## src/rtl/writeback_stage_if.sv

```systemverilog
// ---------------------------------------------------------------------------
// writeback_stage_if
// Carries the memory stage's outputs (m_*) into the writeback stage. These
// signals are the pipeline payload that loads the W register.
//
// Signals:
//   m_stat  [2:0]      memory-stage status (SAOK=1, SADR=2, SINS=3, SHLT=4)
//   m_icode [3:0]      memory-stage instruction code
//   m_valE  [XLEN-1:0] ALU result
//   m_valM  [XLEN-1:0] memory read data
//   m_dstE  [3:0]      destination register for valE (15 = none)
//   m_dstM  [3:0]      destination register for valM (15 = none)
//
// Modports:
//   master - memory stage side, drives the payload
//   slave  - writeback stage side, consumes the payload
// ---------------------------------------------------------------------------
interface writeback_stage_if #(
  parameter int XLEN = 64
);

  logic [2:0]      m_stat;
  logic [3:0]      m_icode;
  logic [XLEN-1:0] m_valE;
  logic [XLEN-1:0] m_valM;
  logic [3:0]      m_dstE;
  logic [3:0]      m_dstM;

  modport master (
    output m_stat, m_icode, m_valE, m_valM, m_dstE, m_dstM
  );

  modport slave (
    input m_stat, m_icode, m_valE, m_valM, m_dstE, m_dstM
  );

endinterface

```

## src/rtl/writeback_stage.sv

```systemverilog
// ---------------------------------------------------------------------------
// writeback_stage
// Final pipeline stage. Holds the W pipeline register loaded from the memory
// stage, owns the 15 x XLEN architectural register file (two write ports fed
// from W, two combinational read ports for decode), and reports processor
// status plus a sticky halt flag.
//
// Optional feature macro: WB_RETIRE_CNT_EN
//   defined   -> retire_cnt counts committed instructions
//   undefined -> retire_cnt is tied to 0
//
// Ports:
//   clk, rst              clock, synchronous active-high reset
//   mIf (slave)           memory-stage payload m_stat/m_icode/m_valE/
//                         m_valM/m_dstE/m_dstM
//   W_stall, W_bubble     pipeline control for the W register
//   d_srcA, d_srcB        decode read register IDs (15 = none)
//   d_rvalA, d_rvalB      decode read data (old value on same-cycle write)
//   W_stat..W_dstM        registered W contents (forwarding sources)
//   proc_stat             W_stat for real instructions, SAOK for bubbles
//   halted                sticky, set once a non-SAOK instruction reaches W
//   retire_cnt            committed instruction count (see macro above)
// ---------------------------------------------------------------------------
module writeback_stage #(
  parameter int NREGS = 15,
  parameter int XLEN  = 64
) (
  input  logic                  clk,
  input  logic                  rst,
  writeback_stage_if.slave      mIf,
  input  logic                  W_stall,
  input  logic                  W_bubble,
  input  logic [3:0]            d_srcA,
  input  logic [3:0]            d_srcB,
  output logic [XLEN-1:0]       d_rvalA,
  output logic [XLEN-1:0]       d_rvalB,
  output logic [2:0]            W_stat,
  output logic [3:0]            W_icode,
  output logic [XLEN-1:0]       W_valE,
  output logic [XLEN-1:0]       W_valM,
  output logic [3:0]            W_dstE,
  output logic [3:0]            W_dstM,
  output logic [2:0]            proc_stat,
  output logic                  halted,
  output logic [XLEN-1:0]       retire_cnt
);

  localparam logic [2:0] SAOK  = 3'd1;
  localparam logic [3:0] INOP  = 4'd1;
  localparam logic [3:0] RNONE = 4'd15;

  // W pipeline register and its next-state values
  logic [2:0]      wStat_q,  wStat_d;
  logic [3:0]      wIcode_q, wIcode_d;
  logic [XLEN-1:0] wValE_q,  wValE_d;
  logic [XLEN-1:0] wValM_q,  wValM_d;
  logic [3:0]      wDstE_q,  wDstE_d;
  logic [3:0]      wDstM_q,  wDstM_d;
  logic            wValid_q, wValid_d;
  logic            wNew_q,   wNew_d;

  logic            halted_q;
  logic [XLEN-1:0] regs_q [NREGS];

  // An instruction commits exactly once: in its first cycle in W, only when
  // it completed normally and the processor has not stopped.
  logic commit;
  assign commit = wValid_q && wNew_q && (wStat_q == SAOK) && !halted_q;

  // W next state. Priority below reset: halted hold, stall hold, bubble,
  // then load. Any hold clears W_new so a held instruction is not rewritten.
  always_comb begin
    wStat_d  = wStat_q;
    wIcode_d = wIcode_q;
    wValE_d  = wValE_q;
    wValM_d  = wValM_q;
    wDstE_d  = wDstE_q;
    wDstM_d  = wDstM_q;
    wValid_d = wValid_q;
    wNew_d   = 1'b0;
    if (halted_q || W_stall) begin
      wNew_d = 1'b0;
    end else if (W_bubble) begin
      wStat_d  = SAOK;
      wIcode_d = INOP;
      wValE_d  = '0;
      wValM_d  = '0;
      wDstE_d  = RNONE;
      wDstM_d  = RNONE;
      wValid_d = 1'b0;
    end else begin
      wStat_d  = mIf.m_stat;
      wIcode_d = mIf.m_icode;
      wValE_d  = mIf.m_valE;
      wValM_d  = mIf.m_valM;
      wDstE_d  = mIf.m_dstE;
      wDstM_d  = mIf.m_dstM;
      wValid_d = 1'b1;
      wNew_d   = 1'b1;
    end
  end

  always_ff @(posedge clk) begin
    if (rst) begin
      wStat_q  <= SAOK;
      wIcode_q <= INOP;
      wValE_q  <= '0;
      wValM_q  <= '0;
      wDstE_q  <= RNONE;
      wDstM_q  <= RNONE;
      wValid_q <= 1'b0;
      wNew_q   <= 1'b0;
    end else begin
      wStat_q  <= wStat_d;
      wIcode_q <= wIcode_d;
      wValE_q  <= wValE_d;
      wValM_q  <= wValM_d;
      wDstE_q  <= wDstE_d;
      wDstM_q  <= wDstM_d;
      wValid_q <= wValid_d;
      wNew_q   <= wNew_d;
    end
  end

  // Register file writes. Port M is written after port E so that when both
  // target the same register the memory value wins (popq %rsp).
  always_ff @(posedge clk) begin
    if (rst) begin
      for (int i = 0; i < NREGS; i++) begin
        regs_q[i] <= '0;
      end
    end else if (commit) begin
      if (wDstE_q != RNONE) begin
        regs_q[wDstE_q] <= wValE_q;
      end
      if (wDstM_q != RNONE) begin
        regs_q[wDstM_q] <= wValM_q;
      end
    end
  end

  // Sticky halt: set by any real instruction with an exceptional status.
  always_ff @(posedge clk) begin
    if (rst) begin
      halted_q <= 1'b0;
    end else if (wValid_q && (wStat_q != SAOK)) begin
      halted_q <= 1'b1;
    end
  end

  // Decode reads see the pre-write contents; decode forwards from W itself.
  assign d_rvalA = (d_srcA != RNONE) ? regs_q[d_srcA] : '0;
  assign d_rvalB = (d_srcB != RNONE) ? regs_q[d_srcB] : '0;

  assign W_stat    = wStat_q;
  assign W_icode   = wIcode_q;
  assign W_valE    = wValE_q;
  assign W_valM    = wValM_q;
  assign W_dstE    = wDstE_q;
  assign W_dstM    = wDstM_q;
  assign proc_stat = wValid_q ? wStat_q : SAOK;
  assign halted    = halted_q;

`ifdef WB_RETIRE_CNT_EN
  localparam logic [XLEN-1:0] CNT_ONE = {{(XLEN-1){1'b0}}, 1'b1};

  logic [XLEN-1:0] retireCnt_q;

  // Counts the same events that commit, so HALT itself is never counted.
  always_ff @(posedge clk) begin
    if (rst) begin
      retireCnt_q <= '0;
    end else if (commit) begin
      retireCnt_q <= retireCnt_q + CNT_ONE;
    end
  end

  assign retire_cnt = retireCnt_q;
`else
  assign retire_cnt = '0;
`endif

endmodule

```

## src/flat_wrapper.sv

```systemverilog
// flat-port wrapper written by rule: the top's interface ports become plain ports
module writeback_stage_flat 
#(
  parameter int NREGS = 15,
  parameter int XLEN  = 64
)
  (clk, rst, W_stall, W_bubble, d_srcA, d_srcB, d_rvalA, d_rvalB, W_stat, W_icode, W_valE, W_valM, W_dstE, W_dstM, proc_stat, halted, retire_cnt, mIf_m_stat, mIf_m_icode, mIf_m_valE, mIf_m_valM, mIf_m_dstE, mIf_m_dstM);
  writeback_stage_if #(.XLEN(XLEN)) mIf_i ();
  input  logic clk;
  input  logic rst;
  input  logic W_stall;
  input  logic W_bubble;
  input  logic [3:0] d_srcA;
  input  logic [3:0] d_srcB;
  output logic [XLEN-1:0] d_rvalA;
  output logic [XLEN-1:0] d_rvalB;
  output logic [2:0] W_stat;
  output logic [3:0] W_icode;
  output logic [XLEN-1:0] W_valE;
  output logic [XLEN-1:0] W_valM;
  output logic [3:0] W_dstE;
  output logic [3:0] W_dstM;
  output logic [2:0] proc_stat;
  output logic halted;
  output logic [XLEN-1:0] retire_cnt;
  input wire logic [$bits(mIf_i.m_stat)-1:0] mIf_m_stat;
  input wire logic [$bits(mIf_i.m_icode)-1:0] mIf_m_icode;
  input wire logic [$bits(mIf_i.m_valE)-1:0] mIf_m_valE;
  input wire logic [$bits(mIf_i.m_valM)-1:0] mIf_m_valM;
  input wire logic [$bits(mIf_i.m_dstE)-1:0] mIf_m_dstE;
  input wire logic [$bits(mIf_i.m_dstM)-1:0] mIf_m_dstM;
  assign mIf_i.m_stat = mIf_m_stat;
  assign mIf_i.m_icode = mIf_m_icode;
  assign mIf_i.m_valE = mIf_m_valE;
  assign mIf_i.m_valM = mIf_m_valM;
  assign mIf_i.m_dstE = mIf_m_dstE;
  assign mIf_i.m_dstM = mIf_m_dstM;
  writeback_stage #(.NREGS(NREGS), .XLEN(XLEN)) u_core (.clk(clk), .rst(rst), .mIf(mIf_i), .W_stall(W_stall), .W_bubble(W_bubble), .d_srcA(d_srcA), .d_srcB(d_srcB), .d_rvalA(d_rvalA), .d_rvalB(d_rvalB), .W_stat(W_stat), .W_icode(W_icode), .W_valE(W_valE), .W_valM(W_valM), .W_dstE(W_dstE), .W_dstM(W_dstM), .proc_stat(proc_stat), .halted(halted), .retire_cnt(retire_cnt));
endmodule
```

## config.mk

```make
export PLATFORM = sky130hd
export DESIGN_NAME = writeback_stage_flat
export DESIGN_NICKNAME = d
export VERILOG_FILES = /design/src/rtl/writeback_stage_if.sv /design/src/rtl/writeback_stage.sv /design/src/flat_wrapper.sv
export SDC_FILE = /design/constraint.sdc
export NUM_CORES = 2
export LEC_CHECK = 0
export BUFFER_PORTS_ARGS = -buffer_cell sky130_fd_sc_hd__clkbuf_2
export CAP_MARGIN = 20
export CORE_UTILIZATION = 55
export CTS_BUF_LIST = sky130_fd_sc_hd__clkbuf_8
export CTS_CLUSTER_SIZE = 20
export DETAILED_ROUTE_END_ITERATION = 7
export GPL_TIMING_DRIVEN = 1
export PLACE_DENSITY_LB_ADDON = 0.15
export SKIP_CTS_REPAIR_TIMING = 1
export SYNTH_ARGS = -nofsm -noshare
export SYNTH_HDL_FRONTEND = slang
export SYNTH_SLANG_ARGS = --single-unit
```

## constraint.sdc

```tcl
create_clock -name clk -period 4.7 [get_ports clk]
set_input_delay 0.94 -clock clk [delete_from_list [all_inputs] [get_ports clk]]
set_output_delay 0.94 -clock clk [all_outputs]
set_load 0.01 [all_outputs]
```

Yosys cells after proc, flatten, opt, wreduce, memory -nomap -nowiden
Memories as Yosys holds them, arrays and structs flattened.
Cells that the tools add are included.
{"block": "word_totals", "in_bits": 155, "ff_bits": 146, "elab_cells": 51, "mem_count": 1, "latchBits": 0, "romBits": 0, "ramBits": 960, "output_inout_bits": 339}
{"name": "u_core.regs_q", "depth": 15, "width": 64, "read_ports": 2, "rd_clocked_by_memory_dff": 0, "wr": 15, "line": "writeback_stage.sv:63", "source": "logic [XLEN-1:0] regs_q [NREGS];"}
{"block": "classes", "n_mul": 0, "add_sub_neg": 0, "n_lt_le_gt_ge": 0, "n_bitwise": 0, "reduce_logical": 9, "mux": 26, "eq_ne": 6, "n_div": 0, "n_shift": 0}
{"op": "$mux W64", "n": 6}
{"op": "$reduce_or A64 Y1", "n": 2}
{"op": "$mux W4", "n": 5}
{"op": "$ne A4 B4 Y1 const B", "n": 4}
{"op": "$mux W1", "n": 13}
{"op": "$mux W3", "n": 2}
{"op": "$logic_and A1 B1 Y1", "n": 4}
{"op": "$eq A3 B1 Y1 const B", "n": 1}
{"op": "$ne A3 B1 Y1 const B", "n": 1}
{"op": "$reduce_or A2 Y1", "n": 1}
{"op": "$logic_not A1 Y1", "n": 1}
{"op": "$logic_or A1 B1 Y1", "n": 1}

Logic depth before layout (Yosys ltp)
{"block": "depth", "word_depth": 8, "depth_mapped": 8, "depth_no_buf": 4}

Worst setup path before layout
No wires, ideal clock.
{"block": "synth_timing", "path_type": "input -> register", "from": "in rst", "to": "mem u_core.regs_q[10][0], enable pin", "t_required_ps": 4275, "arrival_time_ps": 3677, "path_buffers": 2, "cell_stages": 5, "setup_ps": 425, "slack_ps": 598, "cell_sequence": "or3b_2 > nor4_1 > buf_2 > clkbuf_1 > or3_1"}
{"element": "start: declaration", "line": "flat_wrapper.sv:10", "source": "input logic rst;"}
{"element": "end: declaration", "line": "writeback_stage.sv:63"}

Worst setup path in the final report
{"block": "layout_timing", "from": "in d_srcB[1]", "to": "out d_rvalB[21]"}
{"block": "layout_between", "elab_chain_len": 2, "elab_cells_between_ends": 3, "classes_between": "eq/ne: 1; mux: 1; memory: 1"}
{"element": "start: declaration", "line": "flat_wrapper.sv:14", "source": "input logic [3:0] d_srcB;"}
{"element": "$mem_v2 Z15 W64 or $ne A4 B4 Y1 (tied branches)"}
{"element": "$mux W64 *", "line": "writeback_stage.sv:153", "source": "assign d_rvalB = (d_srcB != RNONE) ? regs_q[d_srcB] : '0;"}
{"element": "end: declaration", "line": "flat_wrapper.sv:16", "source": "output logic [XLEN-1:0] d_rvalB;"}
Mark *: on every way between the ends. The rest lies on a longest branch, timed or not.

==> flow_summary.json <==
{
  "rows": 122,
  "synth_seq_cells": 1106,
  "cts_tree": "built",
  "p_leak_nw": 24.4,
  "final_cell_mix": "960 x edfxtp_1, 692 x nand2_1, 559 x a22o_1",
  "die_area_um2": 113000,
  "ir_drop_mv": 0.241,
  "hp-class": "primary input to flop",
  "period_share": 0.920,
  "clk_latency_ns": 0.90,
  "area_growth_pct": 11.2,
  "maxSlewHeadroom": 0.181,
  "reg2regPathDepth": 5,
  "routabilityCongestion": 0.860,
  "clkTransAtPathRegs_ns": 0.06,
  "use_met2": 0.602,
  "dpl_cell_area_um2": 64600,
  "cts-root-buf": "clkbuf_8",
  "initial_utilization": 0.554,
  "drc": 0,
  "r2r-start": "u_core.W_stat[0]$_SDFFE_PP1N_",
  "crit_chain": "buf_8, and3b_4, buf_12, a221oi_1, o21ai_0, clkbuf_2",
  "end_kind": "primary output",
  "grt_pass1_wl_um": 334000,
  "drive_gt1_frac": 0.227,
  "p_sw_frac": 0.274,
  "max_freq_mhz": 231,
  "status": "complete, no violations",
  "tns_ns": 0,
  "fin_worst_skew_ns": 0.0555,
  "htreeDepth": 4,
  "stdcell_area_um2": 68200,
  "synthArstFlopShare": 0,
  "antenna_found_initial": 4,
  "final_common_cell": "edfxtp_1",
  "io_buffers": 429,
  "ys.flop_type": "edfxtp_1",
  "finalSetupViolCount": 0,
  "syn-cell-area_um2": 61400,
  "detailedPlacementHpwl_um": 126000,
  "rsz0062_at_grt": "false",
  "slew_viol_final": 0,
  "p_int_w": 0.0162,
  "grt_use_met3": 0.132,
  "fin_nets": 5358,
  "switching_power_w": 0.00610,
  "top_usage_layer": "met2",
  "clock_sinks": 1106,
  "critPathLaunchType": "primary input",
  "pwr-share-clk": 0.379,
  "grt_util_met1": 0.554,
  "pwr-share-seq": 0.512,
  "grt_overflow_total": 0,
  "crit_slowest_cell": "o21ai_0",
  "ff2ff_setup_slack_ns": 1.24,
  "antenna_left": 0,
  "syn_area_per_cell_um2": 11.9,
  "track_usage": 0.414,
  "netlist_instances": 5157,
  "max_stage_delay_ns": 0.75,
  "finalPower_w": 0.0223,
  "p_per_area_nw_per_um2": 326,
  "cts_buffers": 188,
  "fin_crit_ns": 4.32,
  "stdcell_count": 6854,
  "wl_per_cell_um": 34.8,
  "drtIter0Drc": 8755,
  "die_h_um": 336,
  "core_area_um2": 111000,
  "comb_power_share": 0.110,
  "via_count": 51087,
  "grt_max_degree": 130,
  "hold_depth": 2,
  "drt-total-wl_um": 239000,
  "via_per_inst": 7.45,
  "critPathMaxFanout": 48,
  "hold_violations": 0,
  "yosys_warnings": 0,
  "io_pins": 494,
  "die_w_um": 336,
  "critical_path_arrival_ns": 3.38,
  "place_inst": 6501,
  "hp-start": "mIf_m_valM[6]",
  "hold_end": "u_core.W_valM[6]$_SDFFE_PP0N_",
  "final_util": 0.616,
  "critical_path_required_ns": 3.76,
  "synth.distinct_cells": 53,
  "yosysSeqAreaShare": 0.518,
  "dr.pass1.iters": 6,
  "path_class": "primary input to primary output",
  "synth-edff-count": 960,
  "r2r_end": "u_core.regs_q[6][55]$_DFFE_PP_",
  "clock_path_buffers": 3,
  "cap_violations": 0,
  "tightest_slew_ns": 1.23,
  "first_global_vias": 48344
}
Yosys cell counts (19+ instances only):
cell	n	area share
edfxtp_1	960	0.47
nand2_1	692	0.042
a22o_1	559	0.080
clkbuf_1	528	0.032
o31ai_1	385	0.047
mux2i_1	319	0.052
mux4_2	258	0.095
o21ai_0	196	0.016
dfxtp_1	146	0.048
buf_1	142	0.0087
nand3_1	131	0.011
o22ai_1	126	0.013
nor2_1	91	0.0056
a21oi_1	66	0.0054
buf_4	64	0.0078
o221ai_1	64	0.0091
o2bb2ai_1	63	0.0090
a221oi_1	62	0.0089
a22oi_1	62	0.0076
mux2_2	62	0.011
buf_2	41	0.0033
nand4_1	21	0.0021
buf_6	19	0.0035
worst max-delay path, delay by kind of cell:
kind / cells / cell delay, ns
buf+inv: 3 / 0.77
simple gates: 1 / 0.74
compound gates: 2 / 0.85
cells by family after synthesis:
group                  after synthesis  share of synthesized area
and+or+nand+nor                   1008                     0.0695
AOI/OAI and AO/OA                 1607                      0.199
muxes                              639                      0.158
buffers and inverters              796                     0.0558
DFF                               1106                      0.518
other                                1                  0.0000611
area by class of cell:
| type | instances | area, um2 |
|---|---|---|
| clock buffer | 207 | 2850 |
| sequential | 1106 | 31800 |
| inverter | 2 | 13.8 |
| tap | 1488 | 1860 |
| timing repair buffer | 587 | 4200 |
| antenna | 5 | 12.5 |
| clock inverter | 141 | 728 |
| multi-input combinational | 3318 | 26800 |
| fill | 8601 | 42500 |
routing by layer:
layer	wire, um	share of wire
met1	84000	0.35
met2	102000	0.43
met3	39300	0.16
met4	13300	0.056
met5	13	0.000054
worst max path at each step:
stage,depth (start not counted),start,slack [ns],to
after floorplan,5,rst,0.60,u_core.regs_q[10][0]$_DFFE_PP_
after global placement,6,d_srcB[1],0.59,d_rvalB[37]
after detailed placement,6,d_srcB[1],0.57,d_rvalB[31]
after CTS,6,d_srcB[1],0.57,d_rvalB[31]
after global routing,6,d_srcB[1],0.44,d_rvalB[22]
final,6,d_srcB[1],0.38,d_rvalB[21]
power by group through the flow:
stage          logic (W)  registers (W)  clock network, W
6_report         0.00244         0.0114           0.00843
5_1_grt          0.00250         0.0114           0.00884
4_1_cts          0.00236         0.0114           0.00843
3_5_place_dp     0.00236         0.0116                 0
3_3_place_gp     0.00234         0.0115                 0
2_1_floorplan    0.00151         0.0113                 0
through the flow:
step	hold slack [ns]	setup WS (ns)
after detailed placement	0.469	0.567
after floorplan	0.473	0.598
after CTS	0.198	0.567
after global routing	0.223	0.438
final	0.238	0.377
after global placement	0.463	0.593
state kept, by name, summed over array words and instances (netlist names):
signal / flops
u_core.W_dstM: 4
u_core.halted: 1
u_core.W_icode: 4
u_core.W_stat: 3
u_core.W_valM: 64
u_core.wValid_q: 1
u_core.regs_q: 960
u_core.wNew_q: 1
u_core.W_dstE: 4
u_core.W_valE: 64
(Power assumes the default switching activity.)
